===== src/rtl/fb_pixel_writer.sv =====
// ---------------------------------------------------------------------------
// fb_pixel_writer
//
// Write-side framebuffer port between the Mandelbrot pixel cores and the
// DDR3 interface. Pixels (RGB565) arrive one per cycle over a valid/ready
// handshake. Each pixel is clipped to the visible 1920x1080 area and turned
// into a 64-bit-word DDRAM address (16bpp, 4096-byte line stride). The
// resulting word is then queued as a single-beat masked write. A small FIFO
// absorbs DDRAM_BUSY stalls so that the cores are not stalled immediately.
//
// Optional feature, controlled by the macro FB_COALESCE_EN:
//   defined     - pixels that hit the same 64-bit word are merged in a hold
//                 register before they are queued. The hold register is
//                 pushed on eviction, on a flush pulse, or after IDLE_FLUSH
//                 cycles without an accepted pixel.
//   not defined - every accepted in-range pixel is queued directly as a
//                 single word with a 2-bit byte enable.
//
// Ports:
//   clk, reset                  system clock, async active-high reset
//   pix_valid/pix_ready         pixel handshake
//   pix_x, pix_y, pix_rgb       pixel column, row and RGB565 colour
//   flush                       pulse: push the coalescing register
//   ddram_clk                   copy of clk
//   ddram_busy                  DDRAM stall input
//   ddram_burstcnt, ddram_rd    constant 1 / constant 0
//   ddram_addr/din/be/we        head-of-queue write request
//   idle                        nothing held, nothing queued
// ---------------------------------------------------------------------------
module fb_pixel_writer #(
    parameter int          FIFO_DEPTH   = 4,
    parameter logic [28:0] FB_BASE_WORD = 29'h4000000,
    parameter int          STRIDE_WORDS = 512,
    parameter int          FB_W         = 1920,
    parameter int          FB_H         = 1080,
    parameter int          IDLE_FLUSH   = 16
) (
    input  logic        clk,
    input  logic        reset,
    input  logic        pix_valid,
    output logic        pix_ready,
    input  logic [10:0] pix_x,
    input  logic [10:0] pix_y,
    input  logic [15:0] pix_rgb,
    input  logic        flush,
    output logic        ddram_clk,
    input  logic        ddram_busy,
    output logic [7:0]  ddram_burstcnt,
    output logic [28:0] ddram_addr,
    output logic [63:0] ddram_din,
    output logic [7:0]  ddram_be,
    output logic        ddram_we,
    output logic        ddram_rd,
    output logic        idle
);

    localparam int               PTR_W    = (FIFO_DEPTH > 1) ? $clog2(FIFO_DEPTH) : 1;
    localparam int               CNT_W    = PTR_W + 1;
    localparam logic [CNT_W-1:0] DEPTH_C  = CNT_W'(FIFO_DEPTH);
    localparam logic [10:0]      FB_W_C   = 11'(FB_W);
    localparam logic [10:0]      FB_H_C   = 11'(FB_H);
    localparam logic [28:0]      STRIDE_C = 29'(STRIDE_WORDS);

    // -----------------------------------------------------------------------
    // Pixel decode: word address, lane-positioned data and byte enables
    // -----------------------------------------------------------------------
    logic        inRange;
    logic        accept;
    logic        acceptIn;
    logic [28:0] pixAddr;
    logic [63:0] pixData;
    logic [7:0]  pixBe;

    assign inRange = (pix_x < FB_W_C) && (pix_y < FB_H_C);
    assign pixAddr = FB_BASE_WORD + 29'(pix_y) * STRIDE_C + 29'(pix_x[10:2]);
    assign pixData = 64'(pix_rgb) << {pix_x[1:0], 4'b0000};
    assign pixBe   = 8'b0000_0011 << {pix_x[1:0], 1'b0};

    // -----------------------------------------------------------------------
    // Write queue
    // -----------------------------------------------------------------------
    logic [28:0]      memAddr [FIFO_DEPTH];
    logic [63:0]      memData [FIFO_DEPTH];
    logic [7:0]       memBe   [FIFO_DEPTH];
    logic [PTR_W-1:0] wrPtr_q;
    logic [PTR_W-1:0] rdPtr_q;
    logic [CNT_W-1:0] count_q;
    logic [CNT_W-1:0] count_d;
    logic             fifoFull;
    logic             fifoEmpty;
    logic             push;
    logic             pop;
    logic [28:0]      pushAddr;
    logic [63:0]      pushData;
    logic [7:0]       pushBe;

    assign fifoFull  = (count_q == DEPTH_C);
    assign fifoEmpty = (count_q == '0);
    assign pop       = !fifoEmpty && !ddram_busy;
    assign count_d   = count_q + CNT_W'(push) - CNT_W'(pop);

    // Storage needs no reset: the head is masked while the queue is empty.
    always_ff @(posedge clk) begin
        if (push) begin
            memAddr[wrPtr_q] <= pushAddr;
            memData[wrPtr_q] <= pushData;
            memBe[wrPtr_q]   <= pushBe;
        end
    end

    always_ff @(posedge clk or posedge reset) begin
        if (reset) begin
            wrPtr_q <= '0;
            rdPtr_q <= '0;
            count_q <= '0;
        end else begin
            if (push) begin
                wrPtr_q <= wrPtr_q + PTR_W'(1);
            end
            if (pop) begin
                rdPtr_q <= rdPtr_q + PTR_W'(1);
            end
            count_q <= count_d;
        end
    end

    assign ddram_clk      = clk;
    assign ddram_burstcnt = 8'd1;
    assign ddram_rd       = 1'b0;
    assign ddram_we       = !fifoEmpty;
    assign ddram_addr     = fifoEmpty ? '0 : memAddr[rdPtr_q];
    assign ddram_din      = fifoEmpty ? '0 : memData[rdPtr_q];
    assign ddram_be       = fifoEmpty ? '0 : memBe[rdPtr_q];

`ifdef FB_COALESCE_EN
    // -----------------------------------------------------------------------
    // Coalescing hold register
    // -----------------------------------------------------------------------
    localparam int                IDLE_W     = $clog2(IDLE_FLUSH + 1);
    localparam logic [IDLE_W-1:0] IDLE_LIMIT = IDLE_W'(IDLE_FLUSH);

    logic              holdValid_q, holdValid_d;
    logic [28:0]       holdAddr_q, holdAddr_d;
    logic [63:0]       holdData_q, holdData_d;
    logic [7:0]        holdBe_q, holdBe_d;
    logic [IDLE_W-1:0] idleCnt_q, idleCnt_d;
    logic              flushPend_q, flushPend_d;
    logic [63:0]       pixMask;
    logic              sameWord;
    logic              evict;
    logic              flushFire;

    assign pixMask   = 64'h0000_0000_0000_FFFF << {pix_x[1:0], 4'b0000};
    assign sameWord  = holdValid_q && inRange && (pixAddr == holdAddr_q);
    assign pix_ready = !holdValid_q || sameWord || !fifoFull;
    assign accept    = pix_valid && pix_ready;
    assign acceptIn  = accept && inRange;
    assign evict     = acceptIn && holdValid_q && !sameWord;

    // An accepted pixel always wins over a flush; an explicit flush that
    // loses is kept pending, the idle timeout simply retries.
    assign flushFire = !accept && holdValid_q && !fifoFull &&
                       (flush || flushPend_q || (idleCnt_q == IDLE_LIMIT));

    assign push     = evict || flushFire;
    assign pushAddr = holdAddr_q;
    assign pushData = holdData_q;
    assign pushBe   = holdBe_q;
    assign idle     = !holdValid_q && fifoEmpty;

    // Hold register next state: load, merge into a lane, or empty on flush
    always_comb begin
        holdValid_d = holdValid_q;
        holdAddr_d  = holdAddr_q;
        holdData_d  = holdData_q;
        holdBe_d    = holdBe_q;
        if (acceptIn) begin
            holdValid_d = 1'b1;
            if (sameWord) begin
                holdData_d = (holdData_q & ~pixMask) | pixData;
                holdBe_d   = holdBe_q | pixBe;
            end else begin
                holdAddr_d = pixAddr;
                holdData_d = pixData;
                holdBe_d   = pixBe;
            end
        end else if (flushFire) begin
            holdValid_d = 1'b0;
        end
    end

    // Idle timer and pending flush request
    always_comb begin
        idleCnt_d   = idleCnt_q;
        flushPend_d = flush || flushPend_q;
        if (accept || push) begin
            idleCnt_d = '0;
        end else if (idleCnt_q != IDLE_LIMIT) begin
            idleCnt_d = idleCnt_q + IDLE_W'(1);
        end
        if (flushFire || (!accept && !holdValid_q)) begin
            flushPend_d = 1'b0;
        end
    end

    always_ff @(posedge clk or posedge reset) begin
        if (reset) begin
            holdValid_q <= 1'b0;
            holdAddr_q  <= '0;
            holdData_q  <= '0;
            holdBe_q    <= '0;
            idleCnt_q   <= '0;
            flushPend_q <= 1'b0;
        end else begin
            holdValid_q <= holdValid_d;
            holdAddr_q  <= holdAddr_d;
            holdData_q  <= holdData_d;
            holdBe_q    <= holdBe_d;
            idleCnt_q   <= idleCnt_d;
            flushPend_q <= flushPend_d;
        end
    end
`else
    // -----------------------------------------------------------------------
    // Direct path: every accepted in-range pixel becomes one queued word
    // -----------------------------------------------------------------------
    logic unusedInputs;

    assign pix_ready    = !fifoFull;
    assign accept       = pix_valid && pix_ready;
    assign acceptIn     = accept && inRange;
    assign push         = acceptIn;
    assign pushAddr     = pixAddr;
    assign pushData     = pixData;
    assign pushBe       = pixBe;
    assign idle         = fifoEmpty;
    assign unusedInputs = ^{flush, IDLE_FLUSH[0]};
`endif

endmodule

===== config.mk =====
export PLATFORM = sky130hd
export DESIGN_NAME = fb_pixel_writer
export DESIGN_NICKNAME = d
export VERILOG_FILES = /design/src/rtl/fb_pixel_writer.sv
export SDC_FILE = /design/constraint.sdc
export NUM_CORES = 1
export LEC_CHECK = 0
export BUFFER_PORTS_ARGS = -buffer_cell sky130_fd_sc_hd__buf_2
export CAP_MARGIN = 30
export CORE_MARGIN = 5
export CORE_UTILIZATION = 40
export CTS_BUF_LIST = sky130_fd_sc_hd__clkbuf_2 sky130_fd_sc_hd__clkbuf_4 sky130_fd_sc_hd__clkbuf_8
export DETAILED_ROUTE_END_ITERATION = 6
export SLEW_MARGIN = 20
export SYNTH_ARGS = -nofsm -noshare
export SYNTH_HDL_FRONTEND = slang
export SYNTH_SLANG_ARGS = --single-unit

===== constraint.sdc =====
create_clock -name clk -period 3.4 [get_ports clk]
set_input_delay 0.51 -clock clk [delete_from_list [all_inputs] [get_ports clk]]
set_output_delay 0.51 -clock clk [all_outputs]
set_load 0.01 [all_outputs]

Yosys cells after proc, flatten, opt, wreduce, memory -nomap -nowiden
Memories as Yosys holds them, arrays and structs flattened.
Index checks and enable logic that the tools add are counted.
{"block": "op_classes", "addsub": 6, "order_cmp": 2, "eq_ne": 1, "shifts": 2, "mux": 5, "n_reduce_logical": 8}
{"op": "64-bit two-way mux", "n": 1}
{"op": "16-bit by 6-bit << shifter with 64-bit output", "n": 1}
{"op": "28-bit by 9-bit adder with 29-bit output", "n": 1}
{"op": "29-bit two-way mux", "n": 1}
{"op": "27-bit by 20-bit adder with 28-bit output (first input constant)", "n": 1}
{"op": "11-bit less-than comparator (second input constant)", "n": 2}
{"op": "8-bit two-way mux", "n": 1}
{"op": "2-bit by 3-bit << shifter with 8-bit output (first input constant)", "n": 1}
{"op": "2-bit by 1-bit adder with 2-bit output (second input constant)", "n": 2}
{"op": "1-bit logical AND", "n": 4}
{"op": "3-bit by 1-bit adder with 3-bit output", "n": 1}
{"op": "3-bit == test (second input constant)", "n": 1}
{"op": "1-bit logical NOT", "n": 3}
{"op": "3-bit logical NOT", "n": 1}
{"op": "3-bit by 1-bit subtractor with 3-bit output", "n": 1}
{"op": "1-bit two-way mux", "n": 2}
{"block": "totals", "reg_bits": 7, "mem_bits_rw": 404, "out_inout_bits": 114, "n_memories": 3}
{"memory": "memData", "words": 4, "width": 64, "rd": 1, "rd_ports_with_merged_regs": 0, "write_ports": 1, "line_no": "83", "rtl": "logic [63:0] memData [FIFO_DEPTH];"}
{"memory": "memAddr", "words": 4, "width": 29, "rd": 1, "rd_ports_with_merged_regs": 0, "write_ports": 1, "line_no": "82", "rtl": "logic [28:0] memAddr [FIFO_DEPTH];"}
{"memory": "memBe", "words": 4, "width": 8, "rd": 1, "rd_ports_with_merged_regs": 0, "write_ports": 1, "line_no": "84", "rtl": "logic [7:0] memBe [FIFO_DEPTH];"}

Logic depth before layout (Yosys ltp)
Gate-level depths: netlist (run 1).
{"block": "logic_depth", "ltp_word": 6, "ltp_mapped": 9, "mapped_depth_nobuf": 8}

==> out/summary.log, run 1 <==
INFO  status         run_status=completed
INFO  power_and_ir_drop power.switching_fraction=30.75%
INFO  worst_setup_path worst-path-max-fanout=15
INFO  placement      globalplace.congestion=0.6767
INFO  final_layout   finish.net_count=934
INFO  floorplanning  ioPinCount=157
INFO  sta            final_setup_violating_endpoints=0
INFO  power_and_ir_drop cellPowerDensity=806.6mW/mm^2
INFO  worst_hold_path worst_hold_path_type=in2reg
INFO  global_route   globalRouteOverflowTotal=0
INFO  global_route   grt_antenna_before_repair=2
INFO  logic_synthesis synth-main-ff-cell=sky130_fd_sc_hd__edfxtp_1
INFO  floorplanning  initial_cell_density_of_the_core=40.57%
INFO  floorplanning  rows=69
INFO  sta            clock_skew=0.03557ns
INFO  power_and_ir_drop power.internal=9384uW
INFO  floorplanning  horizontal_die_dimension=200.2microns
INFO  power_and_ir_drop pwr-share-comb=33.5%
INFO  floorplanning  core=0.03566sqmm
INFO  floorplanning  die_area=0.04007sqmm
INFO  clock_network  cts_tree=yes
INFO  clock_network  clk_transition_reported_paths=0.06ns
INFO  route          drt.antenna.violating_nets=0
INFO  logic_synthesis synth.ff_latch_count=359
INFO  route          drt-pass1-iter-count=5
INFO  power_and_ir_drop power.clock.fraction=24.8%
INFO  power_and_ir_drop seqPwrFrac=41.7%
INFO  sta            report.final.hold_viol_count=0
INFO  sta            fmax=0.3249GHz
INFO  route          detailroute.via_count=6937
INFO  final_layout   layoutNonFillerInstCount=1383
INFO  route          drt-initial-drc-count=444
INFO  sta            final.period_utilization=90.54%
INFO  logic_synthesis synth_cells=700
INFO  final_layout   layout-drive-gt1-share=36.55%
INFO  route          avgViaCountPerCell=5.016
INFO  worst_setup_path worstSetupStartpointType=flip-flop
INFO  clock_network  ctsResizeCount=0
INFO  final_layout   n_antenna_cell=0
INFO  global_route   grt_first_pass_wirelength=46.95mm
INFO  worst_setup_path cp_data_arrival_time=2.57ns
INFO  placement      post-place-cells=1277
INFO  sta            grt_setup_unrepaired=false
INFO  run            drv.max_cap_violation_count=0
INFO  route          avgRoutedWirePerCell=22.58microns
INFO  logic_synthesis synth_warnings=0
INFO  sta            timing.setup.tns=0ns
INFO  global_route   grt_util_all_layers=15.38%
INFO  power_and_ir_drop p_sw=4168uW
INFO  logic_synthesis synthArstFlopShare=1.950%
INFO  final_layout   fillerInstances=3023
INFO  logic_synthesis syn-mean-instance-area=20.67squm
INFO  sta            worstMarginPinSlew=0.8544ns
INFO  route          post-route-drc-count=0
INFO  route          wirelength=31.24mm
INFO  worst_setup_path criticalPathCategory=reg2out
INFO  logic_synthesis synth_cell_type_count=28
INFO  floorplanning  dieHeight=200.2microns
INFO  sta            period_minus_slack=3.078ns
INFO  placement      port_buffers=138
INFO  logic_synthesis synth_sequential_area_ratio=74.28%
INFO  global_route   grt_start_max_net_pins=91
INFO  power_and_ir_drop leakage=0.005849uW
INFO  logic_synthesis syn-cell-area=0.01447sqmm
INFO  final_layout   synthToLayoutAreaGrowth=16.13%
INFO  logic_synthesis synth_edf_count=352
INFO  global_route   first_global_vias=7542
INFO  worst_setup_path critPathCaptureType=output port
INFO  sta            maxSlewViolCount=0
INFO  placement      dp_hpwl=18.67mm
INFO  clock_network  clk_latency=0.71ns
INFO  sta            timing.max_slew.rel_slack=43.04%
INFO  worst_setup_path critPathRequiredTime=2.89ns
INFO  power_and_ir_drop irDropWorstVdd=458.5uV
INFO  final_layout   utilization=47.12%
## sequential cells by signal (all words and copies together) (netlist names)
| signal | count |
|---|---|
| wrPtr_q | 2 |
| memAddr | 80 |
| memBe | 16 |
| count_q | 3 |
| memData | 256 |
| rdPtr_q | 2 |
## metal layers
metal	GRT usage, %	vias up	part of all wire (%)
met5	0	-	0
met1	21.77	3524	43
met2	24.21	265	48
met4	3.910	0	1.7
li1	-	3098	-
met3	3.897	50	7.3
## repair_timing
| item | 4_1_cts | 5_1_grt |
|---|---|---|
| hold buffers | 5 | 2 |
| endpoints found under the setup margin | 0 | 15 |
| endpoints found under the hold margin | 21 | 5 |
| buffers inserted | 0 | 1 |
## cell families after synthesis
group,count (synthesis),synth area share (%)
adders and majority gates,7,0.6573
xor gates and xnor gates,5,0.3028
buffers and inverters,68,3.615
and+or+nand+nor,169,7.257
muxes,89,13.78
DFF,359,74.28
AOI/OAI and AO/OA,1,0.06055
other,2,0.05191
## power by group through the flow
| stage | clock, uW | combinational (uW) | sequential [uW] |
|---|---|---|---|
| after floorplan | 24.2 | 3230 | 5570 |
| after global placement | 17.8 | 4590 | 5780 |
| after detailed placement | 17.8 | 4600 | 5800 |
| after CTS | 3490 | 4620 | 5710 |
| after global routing | 3710 | 4960 | 5710 |
| final | 3360 | 4530 | 5660 |
## synth_stat cells, types with 3 or more instances
cell / number / share of area (%)
sky130_fd_sc_hd__dfrtp_1: 7 / 1.2
sky130_fd_sc_hd__and3_1: 16 / 0.69
sky130_fd_sc_hd__mux4_2: 88 / 14
sky130_fd_sc_hd__ha_1: 6 / 0.52
sky130_fd_sc_hd__xnor2_1: 3 / 0.18
sky130_fd_sc_hd__inv_1: 8 / 0.21
sky130_fd_sc_hd__clkbuf_1: 13 / 0.34
sky130_fd_sc_hd__and2_1: 141 / 6.1
sky130_fd_sc_hd__buf_6: 3 / 0.23
sky130_fd_sc_hd__edfxtp_1: 352 / 73
sky130_fd_sc_hd__buf_2: 10 / 0.35
sky130_fd_sc_hd__buf_12: 8 / 1.1
sky130_fd_sc_hd__buf_4: 24 / 1.2
## critical path: stages, from the launching register on
cell                      delay (ns)
sky130_fd_sc_hd__dfrtp_4        0.71
sky130_fd_sc_hd__buf_4          0.30
sky130_fd_sc_hd__mux4_2         0.51
sky130_fd_sc_hd__and2_1         0.20
sky130_fd_sc_hd__buf_2          0.15
## per-stage QoR
| step | total power [uW] | hold slack, ns | cell area, sq um | setup slack, ns |
|---|---|---|---|---|
| CTS | 13820 | 0.002188 | 16760 | 0.03361 |
| floorplan | 8825 | 0.3134 | 14530 | 0.7063 |
| global placement | 10390 | 0.4551 | 15680 | 0.6848 |
| global route | 14370 | 0.003305 | 16800 | 0.1519 |
| finish | 13550 | 0.05171 | 16800 | 0.3217 |
| detailed placement | 10420 | 0.4620 | 15680 | 0.6602 |
## final timing paths
kind                       startpoint       endpoint  slack [ns]  cells after the start
hold reg to reg            wrPtr_q[1]     wrPtr_q[1]        0.57                      1
min in group asynchronous       reset     count_q[1]        0.31                      3
max in group asynchronous       reset     rdPtr_q[0]        2.84                      3
setup / recovery           rdPtr_q[0]  ddram_din[60]        0.32                      4
hold / removal               pix_x[6]  memAddr[3][4]        0.05                      1
setup reg to reg           count_q[2]  memData[2][3]        1.19                      5
## cells in the final DEF, fill, tap and decap left out, types with 2 or more instances in the layout
cell / instances
sky130_fd_sc_hd__clkinv_1: 19
sky130_fd_sc_hd__and2_4: 4
sky130_fd_sc_hd__clkinv_2: 5
sky130_fd_sc_hd__dfrtp_4: 2
sky130_fd_sc_hd__nand3_1: 2
sky130_fd_sc_hd__buf_12: 16
sky130_fd_sc_hd__buf_4: 8
sky130_fd_sc_hd__conb_1: 17
sky130_fd_sc_hd__clkbuf_8: 59
sky130_fd_sc_hd__xnor2_1: 3
sky130_fd_sc_hd__clkbuf_4: 13
sky130_fd_sc_hd__dlygate4sd3_1: 7
sky130_fd_sc_hd__ha_1: 6
sky130_fd_sc_hd__xor2_1: 2
sky130_fd_sc_hd__edfxtp_1: 352
sky130_fd_sc_hd__nor2_1: 2
sky130_fd_sc_hd__mux4_2: 88
sky130_fd_sc_hd__buf_2: 138
sky130_fd_sc_hd__inv_1: 8
sky130_fd_sc_hd__and2_1: 137
sky130_fd_sc_hd__dfrtp_1: 5
sky130_fd_sc_hd__and3_1: 16
sky130_fd_sc_hd__nand2_1: 2
sky130_fd_sc_hd__and2b_1: 2
## final cells by class
| class | instances | area (sq um) | area share [%] |
|---|---|---|---|
| Clock buffer | 73 | 914.6 | 5.444 |
| Clock inverter | 26 | 123.9 | 0.7373 |
| Inverter | 8 | 30.03 | 0.1787 |
| Multi-Input combinational cell | 288 | 3266 | 19.44 |
| Sequential cell | 359 | 10750 | 64.01 |
| Tap cell | 461 | 576.8 | 3.433 |
| Timing Repair Buffer | 168 | 1136 | 6.762 |
Power figures use the tool's default switching activity.
==> run 2: changes to the inputs <==
--- a/config.mk
+++ b/config.mk
@@ -10,7 +10,9 @@
 export CORE_MARGIN = 5
 export CORE_UTILIZATION = 40
 export CTS_BUF_LIST = sky130_fd_sc_hd__clkbuf_2 sky130_fd_sc_hd__clkbuf_4 sky130_fd_sc_hd__clkbuf_8
+export CTS_CLUSTER_DIAMETER = 40
 export DETAILED_ROUTE_END_ITERATION = 6
+export HOLD_SLACK_MARGIN = 0.15
 export SLEW_MARGIN = 20
 export SYNTH_ARGS = -nofsm -noshare
 export SYNTH_HDL_FRONTEND = slang
==> out/summary.log, run 2 (synthesis gave the netlist of run 1 again) <==
INFO  placement      post-place-cells=1277
INFO  sta            final_setup_violating_endpoints=0
INFO  power_and_ir_drop cellPowerDensity=802.6mW/mm^2
INFO  worst_setup_path critPathRequiredTime=2.89ns
INFO  floorplanning  horizontal_die_dimension=200.2microns
INFO  floorplanning  dieHeight=200.2microns
INFO  worst_setup_path worstSetupStartpointType=flip-flop
INFO  global_route   grt_use_met2=24.50%
INFO  sta            clock_skew=0.03120ns
INFO  global_route   grt_start_max_net_pins=91
INFO  final_layout   max_flop_register=memData
INFO  sta            worstMarginPinSlew=0.8560ns
INFO  route          drt.antenna.violating_nets=0
INFO  power_and_ir_drop p_sw=4184uW
INFO  route          drt-initial-drc-count=508
INFO  placement      port_buffers=138
INFO  clock_network  clk_latency=0.71ns
INFO  power_and_ir_drop pwr-share-comb=33.4%
INFO  floorplanning  initial_cell_density_of_the_core=40.57%
INFO  global_route   grt_first_pass_wirelength=47.32mm
INFO  placement      dp_hpwl=18.67mm
INFO  clock_network  ctsResizeCount=0
INFO  route          drt-pass1-iter-count=5
INFO  final_layout   n_antenna_cell=0
INFO  floorplanning  ioPinCount=157
INFO  sta            timing.setup.tns=0ns
INFO  power_and_ir_drop power.switching_fraction=30.69%
INFO  floorplanning  rows=69
INFO  placement      globalplace.congestion=0.6767
INFO  floorplanning  die_area=0.04007sqmm
INFO  worst_setup_path worst-path-max-fanout=15
INFO  floorplanning  core=0.03566sqmm
INFO  route          post-route-drc-count=0
INFO  final_layout   layout.cells.most_common=sky130_fd_sc_hd__edfxtp_1
INFO  final_layout   layout_common_cells=352 x sky130_fd_sc_hd__edfxtp_1, 138 x sky130_fd_sc_hd__buf_2, 137 x sky130_fd_sc_hd__and2_1, 88 x sky130_fd_sc_hd__mux4_2, 59 x sky130_fd_sc_hd__clkbuf_8
INFO  power_and_ir_drop seqPwrFrac=41.5%
INFO  route          wirelength=31.29mm
INFO  global_route   globalRouteMet1Util=21.88%
INFO  global_route   grt_most_used_layer=met2
INFO  final_layout   largestRegisters=memData x256, memAddr x80, memBe x16
INFO  final_layout   area_occupied_by_multi_input_gates=0.003266sqmm
INFO  global_route   global_route.usage.met3=3.590%
INFO  sta            fmax=0.3248GHz
INFO  final_layout   fillerInstances=2992
INFO  final_layout   layoutNonFillerInstCount=1403
INFO  sta            grt_setup_unrepaired=false
INFO  final_layout   synthToLayoutAreaGrowth=17.40%
INFO  sta            timing.max_slew.rel_slack=42.94%
INFO  worst_setup_path cp_data_arrival_time=2.57ns
INFO  worst_setup_path critPathCaptureType=output port
INFO  global_route   grt_antenna_before_repair=2
INFO  worst_setup_path timing.reg2reg.setup_slack=1.20ns
INFO  power_and_ir_drop irDropWorstVdd=459.5uV
INFO  final_layout   seq_area=0.01075sqmm
INFO  final_layout   finish.net_count=950
INFO  sta            maxSlewViolCount=0
INFO  route          avgViaCountPerCell=4.972
INFO  clock_network  cts_tree=yes
INFO  power_and_ir_drop power.clock.fraction=25.1%
INFO  final_layout   largest_register_ffs=256
INFO  sta            final.period_utilization=90.54%
INFO  sta            period_minus_slack=3.078ns
INFO  power_and_ir_drop leakage=0.005918uW
INFO  status         run_status=completed
INFO  clock_network  clk_transition_reported_paths=0.06ns
INFO  power_and_ir_drop power.internal=9447uW
INFO  run            drv.max_cap_violation_count=0
INFO  worst_setup_path criticalPathCategory=reg2out
INFO  global_route   globalRouteOverflowTotal=0
INFO  global_route   first_global_vias=7645
INFO  final_layout   layout-drive-gt1-share=36.20%
INFO  worst_hold_path worst_hold_path_type=in2reg
INFO  route          avgRoutedWirePerCell=22.30microns
INFO  global_route   grt_util_all_layers=15.44%
INFO  route          detailroute.via_count=6976
INFO  sta            report.final.hold_viol_count=0
[run 2: cell types whose count changed in the layout (fill, tap and decap cells not counted), sizes merged]
cell	before	now
dlygate4sd3	7	22
clkbuf	72	76
clkinv	25	22
clkinvlp	0	3
inv	9	10
[run 2: power by group through the flow]
| stage | clock network, uW | logic, uW | registers, uW |
|---|---|---|---|
| 5_1_grt | 3760 | 4970 | 5710 |
| 3_3_place_gp | 17.8 | 4590 | 5780 |
| 4_1_cts | 3540 | 4630 | 5710 |
| 2_1_floorplan | 24.2 | 3230 | 5570 |
| 3_5_place_dp | 17.8 | 4600 | 5800 |
| 6_report | 3430 | 4550 | 5650 |
[run 2: through the flow]
| stage | hold WS [ns] | worst slack [ns] | util, % | total power, uW | instance area, sq um |
|---|---|---|---|---|---|
| after global routing | 0.2156 | 0.1512 | 47.63 | 14440 | 16980 |
| after global placement | 0.4551 | 0.6848 | 43.97 | 10390 | 15680 |
| after floorplan | 0.3134 | 0.7063 | - | 8825 | 14530 |
| final | 0.2573 | 0.3216 | 47.63 | 13630 | 16980 |
| after detailed placement | 0.4620 | 0.6602 | 43.97 | 10420 | 15680 |
| after CTS | 0.2025 | 0.02498 | 47.58 | 13880 | 16960 |
[run 2: timing repair]
item,in CTS,in global routing
setup endpoints to repair,0,15
hold buffers,22,0
buffers inserted,0,1
endpoints found under the hold margin,89,0
[run 2: layout make-up]
cell class / instances / area share [%]
clock inverters: 27 / 0.7514
flip-flops and latches: 359 / 63.31
inverters: 8 / 0.1768
well taps: 461 / 3.396
clock buffers: 77 / 5.562
repair buffers: 183 / 7.573
multi-input cells: 288 / 19.23
[run 2: path summary, 6_finish.rpt]
kind / startpoint / cells after the start / to
min in group asynchronous: reset / 3 / wrPtr_q[0]
min: pix_rgb[12] / 2 / memData[1][28]
max reg2reg: count_q[1] / 8 / count_q[2]
max in group asynchronous: reset / 3 / rdPtr_q[1]
min reg2reg: wrPtr_q[1] / 1 / wrPtr_q[1]
max: rdPtr_q[0] / 4 / ddram_din[60]
[run 2: layer usage]
layer,part of all wire [%],up-vias
met5,0,-
met4,1.7,0
met3,6.5,50
met2,48,234
met1,44,3553
li1,-,3139
[run 2: critical path, stage by stage, from the launching register on]
cell and delay (ns):
sky130_fd_sc_hd__dfrtp_4 0.70, sky130_fd_sc_hd__buf_4 0.30, sky130_fd_sc_hd__mux4_2 0.51, sky130_fd_sc_hd__and2_1 0.20
sky130_fd_sc_hd__buf_2 0.15
==> run 3: changes to the inputs <==
--- a/config.mk
+++ b/config.mk
@@ -7,6 +7,7 @@
 export LEC_CHECK = 0
 export BUFFER_PORTS_ARGS = -buffer_cell sky130_fd_sc_hd__buf_2
 export CAP_MARGIN = 30
+export CORE_ASPECT_RATIO = 1.75
 export CORE_MARGIN = 5
 export CORE_UTILIZATION = 40
 export CTS_BUF_LIST = sky130_fd_sc_hd__clkbuf_2 sky130_fd_sc_hd__clkbuf_4 sky130_fd_sc_hd__clkbuf_8
==> constraint.sdc (replaced) <==
create_clock -name clk -period 2.6 [get_ports clk]
set_input_delay 0.39 -clock clk [delete_from_list [all_inputs] [get_ports clk]]
set_output_delay 0.39 -clock clk [all_outputs]
set_load 0.01 [all_outputs]
==> out/summary.log, run 3 (synthesis gave the netlist of run 1 again) <==
INFO  status         run_status=complete, but fails checks
INFO  status         failed_checks=setup timing
INFO  placement      placed_cell_area=0.01575sqmm
INFO  final_layout   layout_common_cells=352 x sky130_fd_sc_hd__edfxtp_1, 88 x sky130_fd_sc_hd__mux4_2, 75 x sky130_fd_sc_hd__and2_4, 75 x sky130_fd_sc_hd__buf_6, 66 x sky130_fd_sc_hd__and2_1
INFO  final_layout   fillerInstances=2982
INFO  power_and_ir_drop power.switching_fraction=29.55%
INFO  power_and_ir_drop power.internal=14460uW
INFO  sta            final_setup_violating_endpoints=92
INFO  sta            period_minus_slack=2.779ns
INFO  final_layout   layout.cells.most_common=sky130_fd_sc_hd__edfxtp_1
INFO  floorplanning  initial_cell_density_of_the_core=40.28%
INFO  worst_setup_path critPathCaptureType=output port
INFO  sta            fmax=0.3599GHz
INFO  final_layout   max_flop_register=memData
INFO  worst_setup_path timing.rr.end=count_q[2]
INFO  worst_setup_path cp_data_arrival_time=2.39ns
INFO  power_and_ir_drop power.clock.fraction=21.5%
INFO  worst_setup_path criticalPathCategory=reg2out
INFO  floorplanning  dieHeight=261.6microns
INFO  global_route   grt_first_pass_wirelength=48.63mm
INFO  worst_setup_path worstSetupStartpointType=flip-flop
INFO  final_layout   final_cell_area=0.01821sqmm
INFO  power_and_ir_drop cellPowerDensity=1127mW/mm^2
INFO  sta            final.period_utilization=106.9%
INFO  floorplanning  rows=92
INFO  worst_hold_path worst_hold_path_type=in2reg
INFO  worst_setup_path worst_r2r_startpoint=count_q[1]
INFO  global_route   grt_use_met2=29.58%
INFO  clock_network  clk_transition_reported_paths=0.07ns
INFO  route          avgRoutedWirePerCell=22.92microns
INFO  final_layout   area_occupied_by_multi_input_gates=0.003447sqmm
INFO  worst_setup_path worst-path-max-fanout=7
INFO  global_route   first_global_vias=7764
INFO  sta            timing.setup.tns=-11.12ns
INFO  power_and_ir_drop total_power=20530uW
INFO  sta            setup_slack=-0.1785ns
INFO  final_layout   largestRegisters=memData x256, memAddr x80, memBe x16
INFO  floorplanning  ioPinCount=157
INFO  sta            report.final.hold_viol_count=0
INFO  worst_setup_path critPathLaunch=rdPtr_q[0]
INFO  global_route   globalRouteOverflowTotal=0
INFO  power_and_ir_drop irDropWorstVdd=669.0uV
INFO  floorplanning  core=0.03591sqmm
INFO  route          drt-pass1-iter-count=5
INFO  final_layout   seq_area=0.01075sqmm
INFO  sta            worstMarginPinSlew=0.7692ns
INFO  final_layout   finish.net_count=980
INFO  route          wirelength=33.07mm
INFO  power_and_ir_drop pwr-share-comb=42.9%
INFO  route          drt-initial-drc-count=354
INFO  global_route   grt_start_max_net_pins=91
INFO  sta            maxSlewViolCount=0
INFO  floorplanning  horizontal_die_dimension=153.8microns
INFO  route          drt.antenna.violating_nets=0
INFO  placement      globalplace.congestion=0.6990
INFO  final_layout   largest_register_ffs=256
INFO  final_layout   synthToLayoutAreaGrowth=25.86%
INFO  route          post-route-drc-count=0
INFO  floorplanning  die_area=0.04022sqmm
INFO  sta            grt_setup_unrepaired=true
INFO  worst_setup_path number_of_cell_instances_on_the_worst_register_to_register_path=8
INFO  power_and_ir_drop leakage=0.006486uW
INFO  route          avgViaCountPerCell=4.974
INFO  global_route   globalRouteMet1Util=19.30%
INFO  route          detailroute.via_count=7177
INFO  global_route   global_route.usage.met3=2.794%
INFO  power_and_ir_drop p_sw=6065uW
INFO  global_route   grt_antenna_before_repair=1
INFO  sta            clock_skew=0.01025ns
INFO  global_route   grt_util_all_layers=16.36%
INFO  clock_network  clk_latency=0.70ns
INFO  sta            timing.max_slew.rel_slack=48.53%
INFO  worst_setup_path timing.reg2reg.setup_slack=0.45ns
INFO  power_and_ir_drop seqPwrFrac=35.6%
INFO  placement      port_buffers=138
INFO  worst_setup_path critical_path.endpoint=ddram_din[7]
INFO  clock_network  cts_tree=yes
INFO  placement      dp_hpwl=19.78mm
INFO  final_layout   layout-drive-gt1-share=44.70%
INFO  run            drv.max_cap_violation_count=0
INFO  global_route   grt_most_used_layer=met2
INFO  worst_setup_path critPathRequiredTime=2.21ns
run 3: metal layers:
metal | wire length [microns] | part of all wire, %
met1 | 12540 | 38
met2 | 18060 | 55
met3 | 1526 | 4.6
met4 | 954 | 2.9
met5 | 0 | 0
run 3: worst min path at each step:
stage,cells past startpoint,to,slack (ns),from
after CTS,2,memData[3][5],0.15,pix_rgb[5]
after detailed placement,2,count_q[2],0.35,reset
after floorplan,1,count_q[0],0.19,reset
final,4,wrPtr_q[0],0.18,pix_valid
after global placement,2,count_q[1],0.35,reset
after global routing,2,memData[3][19],0.16,pix_rgb[3]
run 3: worst max-delay path, cell delays in order, from the launching register on:
cell and delay, ns:
sky130_fd_sc_hd__dfrtp_4 0.51, sky130_fd_sc_hd__buf_12 0.17, sky130_fd_sc_hd__buf_16 0.15, sky130_fd_sc_hd__mux4_2 0.57, sky130_fd_sc_hd__and2_4 0.17, sky130_fd_sc_hd__buf_6 0.11
run 3: final cells by class:
cell class                 count  area share (%)
timing repair buffer         217           12.93
inverter                       8          0.1649
antenna                        2         0.02749
tap                          470           3.230
multi-input combinational    288           18.93
clock inverter                31          0.9483
sequential                   359           59.06
clock buffer                  68           4.714
run 3: power by group through the flow:
stage	Combinational (uW)	Clock, uW	Sequential (uW)
2_1_floorplan	4230	31.7	7280
3_3_place_gp	6200	23.2	7430
3_5_place_dp	6200	23.2	7460
4_1_cts	7950	4530	7310
5_1_grt	9390	4800	7360
6_report	8800	4410	7310
run 3: through the flow:
step	setup WS (ns)	instances	utilization [%]	hold slack, ns
5_1_grt	-0.2782	1443	50.70	0.1564
4_1_cts	-0.2381	1437	49.45	0.1510
6_report	-0.1785	1443	50.70	0.1824
3_5_place_dp	0.2813	1293	43.86	0.3456
3_3_place_gp	0.2908	1293	43.86	0.3453
2_1_floorplan	0.02635	715	-	0.1934
run 3: repair_timing:
action                     4_1_cts  5_1_grt
setup buffers                    6        0
hold endpoints to repair       193        0
pin swaps                        5       15
hold buffers                    33        0
setup endpoints to repair       94       92
gates cloned                     7        4
gates resized for setup         90       79
